[config.mk]
export PLATFORM = sky130hd
export DESIGN_NAME = tdm_demux4
export DESIGN_NICKNAME = d
export VERILOG_FILES = /design/src/rtl/tdm_demux4.sv
export SDC_FILE = /design/constraint.sdc
export NUM_CORES = 1
export LEC_CHECK = 0
export BUFFER_PORTS_ARGS = -buffer_cell sky130_fd_sc_hd__buf_2
export CORE_MARGIN = 3
export CORE_UTILIZATION = 55
export DETAILED_ROUTE_END_ITERATION = 6
export GPL_TIMING_DRIVEN = 1
export PLACE_DENSITY = 0.8
export SYNTH_ARGS = -nofsm -noshare
export SYNTH_HDL_FRONTEND = slang
export SYNTH_SLANG_ARGS = --single-unit
export TNS_END_PERCENT = 50
[constraint.sdc]
create_clock -name clk -period 2.2 [get_ports clk]
set_input_delay 0.22 -clock clk [delete_from_list [all_inputs] [get_ports clk]]
set_output_delay 0.22 -clock clk [all_outputs]
set_load 0.02 [all_outputs]
[src/rtl/tdm_demux4.sv]
// ----------------------------------------------------------------------------
// tdm_demux4
// Receive side of a 4-way time-division multiplexed data path. Samples arrive
// in rotating slot order 0,1,2,3. A frame-sync mark identifies slot 0. Slots
// 0..2 are held in shadow registers. When slot 3 arrives, all four output
// channels are loaded on the same edge. The block tracks frame alignment,
// pulses sync_err on a protocol violation and re-aligns on the next sync.
//
// Ports
//   clk        : system clock, rising edge
//   rst_n      : asynchronous active-low reset
//   din        : slot sample, W bits
//   din_vld    : din holds a valid sample this cycle
//   frm_sync   : valid sample is slot 0 (ignored when din_vld=0)
//   a,b,c,d    : channel 0..3 outputs, registered, updated per completed frame
//   frame_done : one-cycle pulse, a..d were just loaded with a new frame
//   locked     : 1 while aligned to the frame
//   sync_err   : one-cycle pulse on a protocol violation
//   slot       : next expected slot index
// ----------------------------------------------------------------------------
module tdm_demux4 #(
   parameter int unsigned W = 4
) (
   input  logic         clk,
   input  logic         rst_n,
   input  logic [W-1:0] din,
   input  logic         din_vld,
   input  logic         frm_sync,
   output logic [W-1:0] a,
   output logic [W-1:0] b,
   output logic [W-1:0] c,
   output logic [W-1:0] d,
   output logic         frame_done,
   output logic         locked,
   output logic         sync_err,
   output logic [1:0]   slot
);

   typedef enum logic {
      HUNT   = 1'b0,
      LOCKED = 1'b1
   } state_t;

   state_t       state;
   logic [W-1:0] s0;
   logic [W-1:0] s1;
   logic [W-1:0] s2;

   // Frame alignment FSM, shadow capture and output update
   always_ff @(posedge clk or negedge rst_n) begin
      if (!rst_n) begin
         state      <= HUNT;
         s0         <= '0;
         s1         <= '0;
         s2         <= '0;
         a          <= '0;
         b          <= '0;
         c          <= '0;
         d          <= '0;
         slot       <= 2'd0;
         frame_done <= 1'b0;
         sync_err   <= 1'b0;
         locked     <= 1'b0;
      end else begin
         // Pulses default low; asserted below for one cycle only
         frame_done <= 1'b0;
         sync_err   <= 1'b0;

         case (state)
            HUNT: begin
               // Everything except a synced sample is discarded silently
               if (din_vld && frm_sync) begin
                  s0     <= din;
                  slot   <= 2'd1;
                  state  <= LOCKED;
                  locked <= 1'b1;
               end
            end

            LOCKED: begin
               if (din_vld) begin
                  if (frm_sync) begin
                     // A sync restarts the frame. If it lands on slot 1..3
                     // the partial frame is dropped and a..d stay untouched.
                     if (slot != 2'd0) begin
                        sync_err <= 1'b1;
                     end
                     s0   <= din;
                     slot <= 2'd1;
                  end else begin
                     case (slot)
                        2'd0: begin
                           // Slot 0 without sync: alignment lost
                           sync_err <= 1'b1;
                           slot     <= 2'd0;
                           state    <= HUNT;
                           locked   <= 1'b0;
                        end
                        2'd1: begin
                           s1   <= din;
                           slot <= 2'd2;
                        end
                        2'd2: begin
                           s2   <= din;
                           slot <= 2'd3;
                        end
                        2'd3: begin
                           // Slot 3 goes straight to d so the frame lands
                           // on all four channels on the same edge
                           a          <= s0;
                           b          <= s1;
                           c          <= s2;
                           d          <= din;
                           frame_done <= 1'b1;
                           slot       <= 2'(slot + 2'd1);
                        end
                        default: begin
                           slot <= 2'd0;
                        end
                     endcase
                  end
               end
            end

            default: begin
               state  <= HUNT;
               locked <= 1'b0;
            end
         endcase
      end
   end

endmodule

==> results of run 1 <==
## metal layers
| metal | wire length [um] | global-route usage [%] | part of all wire (%) |
|---|---|---|---|
| met1 | 988 | 21.8 | 42 |
| met2 | 1140 | 25.1 | 49 |
| met3 | 141 | 7.36 | 6.1 |
| met4 | 53 | 7.95 | 2.3 |
| met5 | 0 | 0 | 0 |
## logic make-up after synthesis
logic type      count (synthesis)  share of synthesized area (%)
flops                          34                           59.9
mux                            28                           22.2
simple gates                   15                           7.93
buf+inv                         8                           2.64
fa+ha+maj                       6                           5.29
compound gates                  4                           2.03
## critical path: stages (launching register included)
cell and delay [ns]:
sky130_fd_sc_hd__dfrtp_1 0.45, sky130_fd_sc_hd__inv_1 0.12, sky130_fd_sc_hd__ha_1 0.21, sky130_fd_sc_hd__nand4b_1 0.26, sky130_fd_sc_hd__mux2_2 0.38
## state kept, by name (all words and copies together) (netlist names)
| name | flops |
|---|---|
| sync_err | 1 |
| b | 4 |
| c | 4 |
| locked | 1 |
| s2 | 4 |
| state | 1 |
| slot | 2 |
| d | 4 |
| s1 | 4 |
| frame_done | 1 |
| s0 | 4 |
| a | 4 |
## where the power goes
group / leakage, nW / internal (mW) / switching (mW)
Sequential: 0.418 / 0.880 / 0.153
Combinational: 0.387 / 0.357 / 0.423
Clock: 0.0254 / 0.120 / 0.182
Total: 0.830 / 1.36 / 0.759
## worst min-delay path by stage
stage          startpoint  slack (ns)  endpoint
6_report           din[3]        0.16     s1[3]
3_5_place_dp        rst_n        0.32      c[2]
3_3_place_gp        rst_n        0.31      c[2]
5_1_grt            din[3]        0.15     s1[3]
2_1_floorplan       rst_n       -0.08      a[0]
4_1_cts            din[3]        0.15     s0[3]
## synthesized netlist by cell type
cell type and instances:
sky130_fd_sc_hd__dfrtp_1 34, sky130_fd_sc_hd__nand4b_1 2, sky130_fd_sc_hd__buf_2 3, sky130_fd_sc_hd__nand4b_4 1
sky130_fd_sc_hd__or3b_2 1, sky130_fd_sc_hd__nor4bb_1 1, sky130_fd_sc_hd__buf_4 1, sky130_fd_sc_hd__nand3_1 1
sky130_fd_sc_hd__nor3_1 2, sky130_fd_sc_hd__and3b_1 1, sky130_fd_sc_hd__nor2_1 2, sky130_fd_sc_hd__nor2b_1 1
sky130_fd_sc_hd__mux2_2 28, sky130_fd_sc_hd__a31oi_1 1, sky130_fd_sc_hd__o221ai_1 1, sky130_fd_sc_hd__nand3b_1 1
sky130_fd_sc_hd__a211o_1 1, sky130_fd_sc_hd__a21oi_1 1, sky130_fd_sc_hd__ha_1 6, sky130_fd_sc_hd__inv_1 4
sky130_fd_sc_hd__nand2_1 2
## metrics by stage
stage | std cells | hold WS, ns | setup slack [ns] | cell area, um2 | total power [mW]
6_report | 155 | 0.160 | 0.680 | 1630 | 2.12
2_1_floorplan | 95 | -0.0756 | 0.627 | 1420 | 1.57
3_5_place_dp | 147 | 0.318 | 0.704 | 1570 | 1.84
5_1_grt | 155 | 0.152 | 0.565 | 1630 | 2.27
3_3_place_gp | 147 | 0.309 | 0.729 | 1570 | 1.79
4_1_cts | 155 | 0.150 | 0.680 | 1630 | 2.15
## what timing repair did
| item | 4_1_cts | 5_1_grt |
|---|---|---|
| hold endpoints to repair | 34 | 0 |
| setup endpoints to repair | 0 | 0 |
| hold buffers | 1 | 0 |
## cell usage in the layout (no fill, tap or decap), drive strengths merged
cell type     n
a211o         1
a21oi         1
a31oi         1
and3b         1
buf          28
clkbuf        7
dfrtp        34
dlygate4sd3   1
ha            6
inv           4
mux2         28
nand2         2
nand3         1
nand3b        1
nand4b        3
nor2          2
nor2b         1
nor3          2
nor4bb        1
o221ai        1
or3b          1
## area by class of cell
class | instances | area share, %
inverters | 4 | 0.922
well taps | 28 | 2.15
repair buffers | 29 | 9.22
multi-input cells | 53 | 32.7
flip-flops and latches | 34 | 52.3
clock buffers | 7 | 2.77
==> run summary, run 1 <==
==================================================================================
Port Buffers ........................................................           28
Highest fanout seen on the critical path ............................            6
Pin count of the biggest net entering global routing ................           35
Cells taking the most area after synthesis .......................... sky130_fd_sc_hd__dfrtp_1, sky130_fd_sc_hd__mux2_2, sky130_fd_sc_hd__ha_1
Mean Syn Cell Area ..................................................     14.9 um2
Number of global-route vias before repair ...........................          867
Worst-path clk slew .................................................      0.09 ns
Effective utilization at floorplan ..................................        61.3%
Data arrival time of the critical path ..............................      1.73 ns
Combined flip-flop and latch cell area ..............................      851 um2
Post-synthesis instance area ........................................     1420 um2
Final count of negative-setup-slack endpoints .......................            0
Slew Viols, Final ...................................................            0
First-pass DRT Iterations ...........................................            4
End of the worst register-to-register path ..........................        s2[1]
Multi-input gate area in the final layout ...........................      532 um2
YS warnings .........................................................            0
Post-synthesis cell type with the largest combined area ............. sky130_fd_sc_hd__dfrtp_1
Final global-route overflow total ...................................            0
Period minus WS final ...............................................      1.52 ns
WL/cell .............................................................      15.0 um
Synth-to-Final Area Change ..........................................        14.6%
Width of the die ....................................................      56.8 um
Critical path launch point type .....................................     register
Max-capacitance violation count .....................................            0
Net count of the mapped netlist .....................................          109
Worst slew margin ...................................................        51.3%
Utilization of the core after routing ...............................        70.2%
Hold path cells .....................................................            2
Post-synth top area share ...........................................        59.9%
Number of remaining DRC errors ......................................            0
Crit share post-route ...............................................        69.1%
Average vias per placed instance ....................................         5.45
Total of flip-flops plus latches after synthesis ....................           34
Final weighted congestion of routability-driven global placement ....        0.664
Violation count after the first detailed-routing iteration ..........           23
Worst clock skew on the final layout ................................   0.00767 ns
Number of levels in the clock H-tree ................................            2
N_diodes ............................................................            0
Antenna violations before repair ....................................            0
Share of final-layout standard cells stronger than drive strength 1 .        49.6%
First-pass GRT wire length ..........................................      4110 um
Clock Sink Count ....................................................           34
GRT Resource Usage Total ............................................        17.1%
Setup repair after global routing missed its margin .................           no
Critical path launch point ..........................................      slot[0]
Sum of routed wire length over all layers ...........................      2330 um
Clk root buf ........................................................ sky130_fd_sc_hd__clkbuf_4
FF-to-FF Start ......................................................      slot[0]
Pwr dens ............................................................  1300 nW/um2
TritonCTS clock tree ................................................        built
Fraction of the yosys area taken by sequential cells ................        59.9%
Top-level I/O count .................................................           29
Worst hold-check path type .......................................... input pin to register
Last element of the critical path ...................................        s2[1]
Synthesized instance count ..........................................           95
Clock latency of the later-clocked register in the worst-skew pair ..      0.33 ns
Number of different library cells in the post-synthesis netlist .....           21
Transition at the pin with the smallest max-transition slack ........     0.730 ns
Placeable core region ...............................................     2320 um2
Critical path type .................................................. register to register
Nature of the critical path endpoint ................................     register
Vias after detailed routing .........................................          845
Post-route antenna net violation count ..............................            0
Reg2Reg Setup Slack .................................................      0.68 ns
Post-CTS setup buffer count .........................................            0
Peak clock frequency supported by timing ............................    0.658 GHz
Critical Path RT ....................................................      2.41 ns
Number of placement rows ............................................           17
Clock Tree Buf Depth ................................................            2
Worst voltage drop across the vdd grid ..............................   0.000827 V
Nets@finish .........................................................          141
Hpwl dp .............................................................      1610 um
CTS Buf Count .......................................................            5
Run status ..........................................................    completed
Hold violation total from the final report ..........................            0
Count of fill cells added during filler insertion ...................          177
Overall die area ....................................................     3230 um2
Count of cells resized by post-cts repair ...........................            0
Vert. Die Dim .......................................................      56.8 um
Leakage .............................................................     0.830 nW
Setup Total Neg Slack ...............................................         0 ns
Number of cells traversed by the worst register-to-register path ....            4
==================================================================================
Note: power is estimated with default switching activity, not from simulation.
==> run 2: changes to the inputs <==
--- a/config.mk
+++ b/config.mk
@@ -7,10 +7,10 @@
 export LEC_CHECK = 0
 export BUFFER_PORTS_ARGS = -buffer_cell sky130_fd_sc_hd__buf_2
 export CORE_MARGIN = 3
-export CORE_UTILIZATION = 55
+export CORE_UTILIZATION = 53
 export DETAILED_ROUTE_END_ITERATION = 6
 export GPL_TIMING_DRIVEN = 1
-export PLACE_DENSITY = 0.8
+export PLACE_DENSITY = 0.77
 export SYNTH_ARGS = -nofsm -noshare
 export SYNTH_HDL_FRONTEND = slang
 export SYNTH_SLANG_ARGS = --single-unit
==> constraint.sdc (replaced) <==
create_clock -name clk -period 1.4 [get_ports clk]
set_input_delay 0.14 -clock clk [delete_from_list [all_inputs] [get_ports clk]]
set_output_delay 0.14 -clock clk [all_outputs]
set_load 0.02 [all_outputs]
==> run 2 against run 1 <==
Against the previous run: sequential share of layout area shrank 2.9 points; via count is 6.0% higher; die area grew 3.4%; clock skew grew 0.0013 ns; global-route usage shrank 0.056 points; first-iteration DRC count decreased by 13%; worst hold slack got worse by 0.072 ns; wire length is 3.1% higher; non-clock buffer count increased by 8; core utilization fell by 1.7 points; critical path type unchanged; critical endpoint is now s1[0].
==> run summary, run 2 (synthesized netlist as in run 1, its figures left out) <==
==================================================================================
Worst hold-check path type .......................................... input pin to register
Antenna violations before repair ....................................            0
Clock latency of the later-clocked register in the worst-skew pair ..      0.33 ns
Vert. Die Dim .......................................................      57.8 um
Data arrival time of the critical path ..............................      1.59 ns
Pwr dens ............................................................  2030 nW/um2
CTS Buf Count .......................................................            5
Most common library cell in the layout ignoring fill and taps ....... sky130_fd_sc_hd__dfrtp_1
Kind of cell adding the most delay to the critical path .............   flip-flops
Synth-to-Final Area Change ..........................................        21.8%
Worst slew margin ...................................................        73.1%
Slowest stage cell, crit path ....................................... sky130_fd_sc_hd__dfrtp_2
Peak clock frequency supported by timing ............................    0.727 GHz
FF-to-FF Start ......................................................      slot[1]
Critical path launch point ..........................................      slot[1]
Average vias per placed instance ....................................         5.40
First-pass GRT wire length ..........................................      4230 um
Critical Path RT ....................................................      1.61 ns
Setup repair after global routing missed its margin .................          yes
Count of fill cells added during filler insertion ...................          182
Worst clock skew on the final layout ................................   0.00897 ns
WL/cell .............................................................      14.4 um
Post-route antenna net violation count ..............................            0
Top-level I/O count .................................................           29
CP max stage delay ..................................................      0.45 ns
Critical path type .................................................. register to register
Combined flip-flop and latch cell area ..............................      853 um2
Final global-route overflow total ...................................            0
Pin count of the biggest net entering global routing ................           35
TritonCTS clock tree ................................................        built
Highest fanout seen on the critical path ............................            5
Worst-path clk slew .................................................      0.10 ns
Width of the die ....................................................      57.8 um
Hpwl dp .............................................................      1680 um
First-pass DRT Iterations ...........................................            3
Period minus WS final ...............................................      1.38 ns
Leakage .............................................................     0.880 nW
Most frequent cells in the layout ................................... sky130_fd_sc_hd__dfrtp_1, sky130_fd_sc_hd__buf_2, sky130_fd_sc_hd__mux2_2
Fin area ............................................................     1730 um2
Final weighted congestion of routability-driven global placement ....        0.715
Number of global-route vias before repair ...........................          938
Number of levels in the clock H-tree ................................            2
Clk root buf ........................................................ sky130_fd_sc_hd__clkbuf_4
Sum of routed wire length over all layers ...........................      2400 um
Share of final-layout standard cells stronger than drive strength 1 .        56.6%
Worst voltage drop across the vdd grid ..............................    0.00136 V
Placed inst area ....................................................     1630 um2
Clock Sink Count ....................................................           34
Number of remaining DRC errors ......................................            0
Placed insts ........................................................          155
Beginning of the worst hold path ....................................       din[1]
Nets@finish .........................................................          149
Overall die area ....................................................     3340 um2
Violation count after the first detailed-routing iteration ..........           20
Critical path launch point type .....................................     register
Transition at the pin with the smallest max-transition slack ........     0.403 ns
Nature of the critical path endpoint ................................     register
Placeable core region ...............................................     2520 um2
Slew Viols, Final ...................................................            0
Number of placement rows ............................................           18
Port Buffers ........................................................           28
Run status ..........................................................    completed
Vias after detailed routing .........................................          896
Ordered cell list for the critical path ............................. inv_1 -> ha_1 -> nand4b_1 -> buf_6 -> mux2_2
Crit share post-route ...............................................        98.3%
N_diodes ............................................................            0
Effective utilization at floorplan ..................................        56.3%
Multi-input gate area in the final layout ...........................      538 um2
Hold violation total from the final report ..........................            0
Final count of negative-setup-slack endpoints .......................            0
Number of cells in the finished layout apart from fillers ...........          166
Buffers and inverters on the worst path .............................            2
Clock Tree Buf Depth ................................................            2
GRT Resource Usage Total ............................................        17.1%
Max-capacitance violation count .....................................            0
==================================================================================
[run 2: cell type report]
cell class,instances,share of cell area (%)
sequential,34,49.3
clock inverter,1,0.289
timing repair buffer,37,13.0
clock buffer,7,3.18
inverter,4,0.868
tap,30,2.17
multi-input combinational,53,31.1
[run 2: path summary, 6_finish.rpt]
check | to | slack (ns) | cells after the start
min in group asynchronous | s1[1] | 0.35 | 3
min | s1[1] | 0.09 | 2
min reg2reg | b[0] | 0.50 | 1
max | s1[0] | 0.02 | 5
max in group asynchronous | slot[1] | 0.73 | 3
max reg2reg | s1[0] | 0.02 | 5
[run 2: through the flow]
stage	hold slack, ns	setup WS (ns)	power (mW)	util, %	TNS [ns]
4_1_cts	0.0752	0.0129	3.51	67.5	0
3_5_place_dp	0.190	-0.0496	2.95	64.4	-0.185
3_3_place_gp	0.185	-0.00217	2.88	64.4	-0.00401
2_1_floorplan	-0.156	0.00151	2.48	-	0
5_1_grt	0.0766	-0.0516	3.76	68.6	-0.264
6_report	0.0882	0.0235	3.51	68.6	0
[run 2: where the power goes]
| part | leakage, nW | internal, mW | switching, mW | total, mW |
|---|---|---|---|---|
| clock | 0.0353 | 0.243 | 0.306 | 0.549 |
| combinational | 0.430 | 0.645 | 0.702 | 1.35 |
| sequential | 0.415 | 1.39 | 0.222 | 1.61 |
| total | 0.880 | 2.28 | 1.23 | 3.51 |
[run 2: metal layers]
metal  up-vias  share of wire (%)  GRT usage [%]
met1       455                 41           19.8
met2        21                 52           28.2
met5         -                  0              0
met4         0                1.8           6.95
li1        415                  -              -
met3         5                5.2           6.68
[run 2: timing repair]
item / in CTS / in global routing
hold buffers: 1 / 0
setup endpoints to repair: 4 / 18
buffers inserted: 1 / 1
gates cloned: 0 / 0
endpoints found under the hold margin: 34 / 0
resized for setup: 0 / 6
[run 2: worst reg2reg max path, cell delays in order, from the launching register on]
cell and delay (ns):
sky130_fd_sc_hd__dfrtp_2 0.45, sky130_fd_sc_hd__inv_1 0.12, sky130_fd_sc_hd__ha_1 0.16, sky130_fd_sc_hd__nand4b_1 0.12, sky130_fd_sc_hd__buf_6 0.16, sky130_fd_sc_hd__mux2_2 0.26
==> run 3: changes to the inputs <==
--- a/config.mk
+++ b/config.mk
@@ -9,8 +9,9 @@
 export CORE_MARGIN = 3
 export CORE_UTILIZATION = 53
 export DETAILED_ROUTE_END_ITERATION = 6
+export GPL_ROUTABILITY_DRIVEN = 0
 export GPL_TIMING_DRIVEN = 1
-export PLACE_DENSITY = 0.77
+export PLACE_DENSITY_LB_ADDON = 0.12
 export SYNTH_ARGS = -nofsm -noshare
 export SYNTH_HDL_FRONTEND = slang
 export SYNTH_SLANG_ARGS = --single-unit
==> run 3 against run 2 <==
Against the previous run: clock skew decreased by 0.0028 ns; setup slack got worse by 0.010 ns; first-iteration DRC count is 10% lower; flip-flop and latch count stayed put; critical path type unchanged; highest routed layer unchanged.
==> run summary, run 3 (synthesized netlist as in run 1, its figures left out) <==
==================================================================================
Number of remaining DRC errors ......................................            0
Setup repair after global routing missed its margin .................          yes
Final global-route overflow total ...................................            0
Sw Pwr ..............................................................      1.25 mW
Leakage .............................................................     0.899 nW
Nets@finish .........................................................          151
GRT Resource Usage Total ............................................        16.8%
Proportion of power drawn by the clock network ......................        15.4%
Violation count after the first detailed-routing iteration ..........           18
Worst clock skew on the final layout ................................   0.00615 ns
Clock Tree Buf Depth ................................................            2
Highest metal layer used by the detailed router .....................         met4
Buffers and inverters on the worst path .............................            1
Switching portion of total power ....................................        35.1%
Placeable core region ...............................................     2520 um2
Transition at the pin with the smallest max-transition slack ........     0.422 ns
Kind of cell adding the most delay to the critical path .............   flip-flops
Peak clock frequency supported by timing ............................    0.721 GHz
Pin count of the biggest net entering global routing ................           35
Share of final-layout standard cells stronger than drive strength 1 .        58.7%
Data arrival time of the critical path ..............................      1.60 ns
Pwr dens ............................................................  2010 nW/um2
Highest fanout seen on the critical path ............................            8
Portion of total power attributed to combinational logic ............        39.2%
N_diodes ............................................................            0
Worst slew margin ...................................................        71.9%
Sum of routed wire length over all layers ...........................      2520 um
Worst voltage drop across the vdd grid ..............................    0.00126 V
Met1 wire length ....................................................      1070 um
Vias after detailed routing .........................................          894
Critical path launch point type .....................................     register
Width of the die ....................................................      57.8 um
Clock latency of the later-clocked register in the worst-skew pair ..      0.33 ns
Final count of negative-setup-slack endpoints .......................            0
Number of placement rows ............................................           18
Antenna violations before repair ....................................            0
Slew Viols, Final ...................................................            0
First-pass GRT wire length ..........................................      4190 um
Ordered cell list for the critical path ............................. ha_2 -> nand4b_4 -> clkbuf_16 -> mux2_2
Most frequent cells in the layout ................................... sky130_fd_sc_hd__dfrtp_1, sky130_fd_sc_hd__buf_2, sky130_fd_sc_hd__mux2_2, sky130_fd_sc_hd__buf_4, sky130_fd_sc_hd__clkbuf_4
Worst-path clk slew .................................................      0.10 ns
Number of cells in the finished layout apart from fillers ...........          168
Routed wl met2 ......................................................      1270 um
Average vias per placed instance ....................................         5.32
Most common library cell in the layout ignoring fill and taps ....... sky130_fd_sc_hd__dfrtp_1
First-pass DRT Iterations ...........................................            4
Fin area ............................................................     1770 um2
Top-level I/O count .................................................           29
Length of routed met3 wiring ........................................       130 um
Nature of the critical path endpoint ................................     register
Placed insts ........................................................          153
TritonCTS clock tree ................................................        built
Synth-to-Final Area Change ..........................................        24.3%
Utilization of the core after routing ...............................        70.0%
Run status ..........................................................    completed
CTS Buf Count .......................................................            5
Slowest stage cell, crit path ....................................... sky130_fd_sc_hd__dfrtp_2
Port Buffers ........................................................           28
Number of levels in the clock H-tree ................................            2
Overall die area ....................................................     3340 um2
Internal Pwr Total ..................................................      2.31 mW
Period minus WS final ...............................................      1.39 ns
Number of global-route vias before repair ...........................          918
Worst-case hold slack ...............................................    0.0835 ns
Post-route antenna net violation count ..............................            0
Placed inst area ....................................................     1610 um2
Critical path type .................................................. register to register
Clk root buf ........................................................ sky130_fd_sc_hd__clkbuf_4
Clock Sink Count ....................................................           34
Vert. Die Dim .......................................................      57.8 um
WL/cell .............................................................      15.0 um
CP max stage delay ..................................................      0.46 ns
Effective utilization at floorplan ..................................        56.3%
Hold violation total from the final report ..........................            0
Critical Path RT ....................................................      1.62 ns
Reg2Reg Setup Slack .................................................      0.01 ns
Crit share post-route ...............................................        99.1%
Max-capacitance violation count .....................................            0
Worst hold-check path type .......................................... input pin to register
Sequential share of power ...........................................        45.4%
Hpwl dp .............................................................      1700 um
==================================================================================
## run 3: worst register-to-register path: cells and delay by family, from the launching register on
kind / cells / cell delay, ns
fa+ha+maj: 1 / 0.21
mux: 1 / 0.33
simple gates: 1 / 0.11
buf+inv: 1 / 0.17
flops: 1 / 0.46
## run 3: area by class of cell
type                            instances  area, um2
Sequential cell                        34        853
Fill cell                             193        757
Multi-Input combinational cell         53        541
Timing Repair Buffer                   39        259
Clock buffer                            7       55.1
Tap cell                               30       37.5
Inverter                                4       15.0
Clock inverter                          1       5.00
## run 3: metrics by stage
stage                     TNS [ns]  setup slack [ns]  power, mW
after floorplan                  0           0.00151       2.48
after global placement      -0.170           -0.0392       2.89
after detailed placement    -0.178           -0.0419       2.94
after CTS                        0           0.00262       3.51
after global routing        -0.654           -0.0360       3.79
final                            0            0.0133       3.55
## run 3: worst paths after layout
check                      cells past startpoint      end  startpoint
setup / recovery                               4     d[1]     slot[0]
hold / removal                                 2     d[0]      din[0]
setup reg to reg                               4     d[1]     slot[0]
hold reg to reg                                1     a[3]        a[3]
max in group asynchronous                      3  slot[1]       rst_n
min in group asynchronous                      3    s0[1]       rst_n
## run 3: metal layers
layer	GRT usage (%)	vias up
met5	0	-
met4	8.94	0
met3	4.01	8
met2	27.7	24
met1	20.3	444
li1	-	418
## run 3: power groups by stage
stage / registers, mW / clock network (mW) / logic, mW
2_1_floorplan: 1.93 / 0 / 0.549
3_3_place_gp: 1.62 / 0 / 1.27
3_5_place_dp: 1.64 / 0 / 1.31
4_1_cts: 1.62 / 0.566 / 1.33
5_1_grt: 1.68 / 0.615 / 1.50
6_report: 1.61 / 0.547 / 1.39
## run 3: timing repair
| item | CTS | global route |
|---|---|---|
| hold endpoints to repair | 34 | 0 |
| hold buffers | 1 | 0 |
| endpoints found under the setup margin | 20 | 24 |
| gates cloned | 0 | 1 |
| pin swaps | 0 | 0 |
| resized for setup | 0 | 5 |
| setup buffers | 2 | 3 |
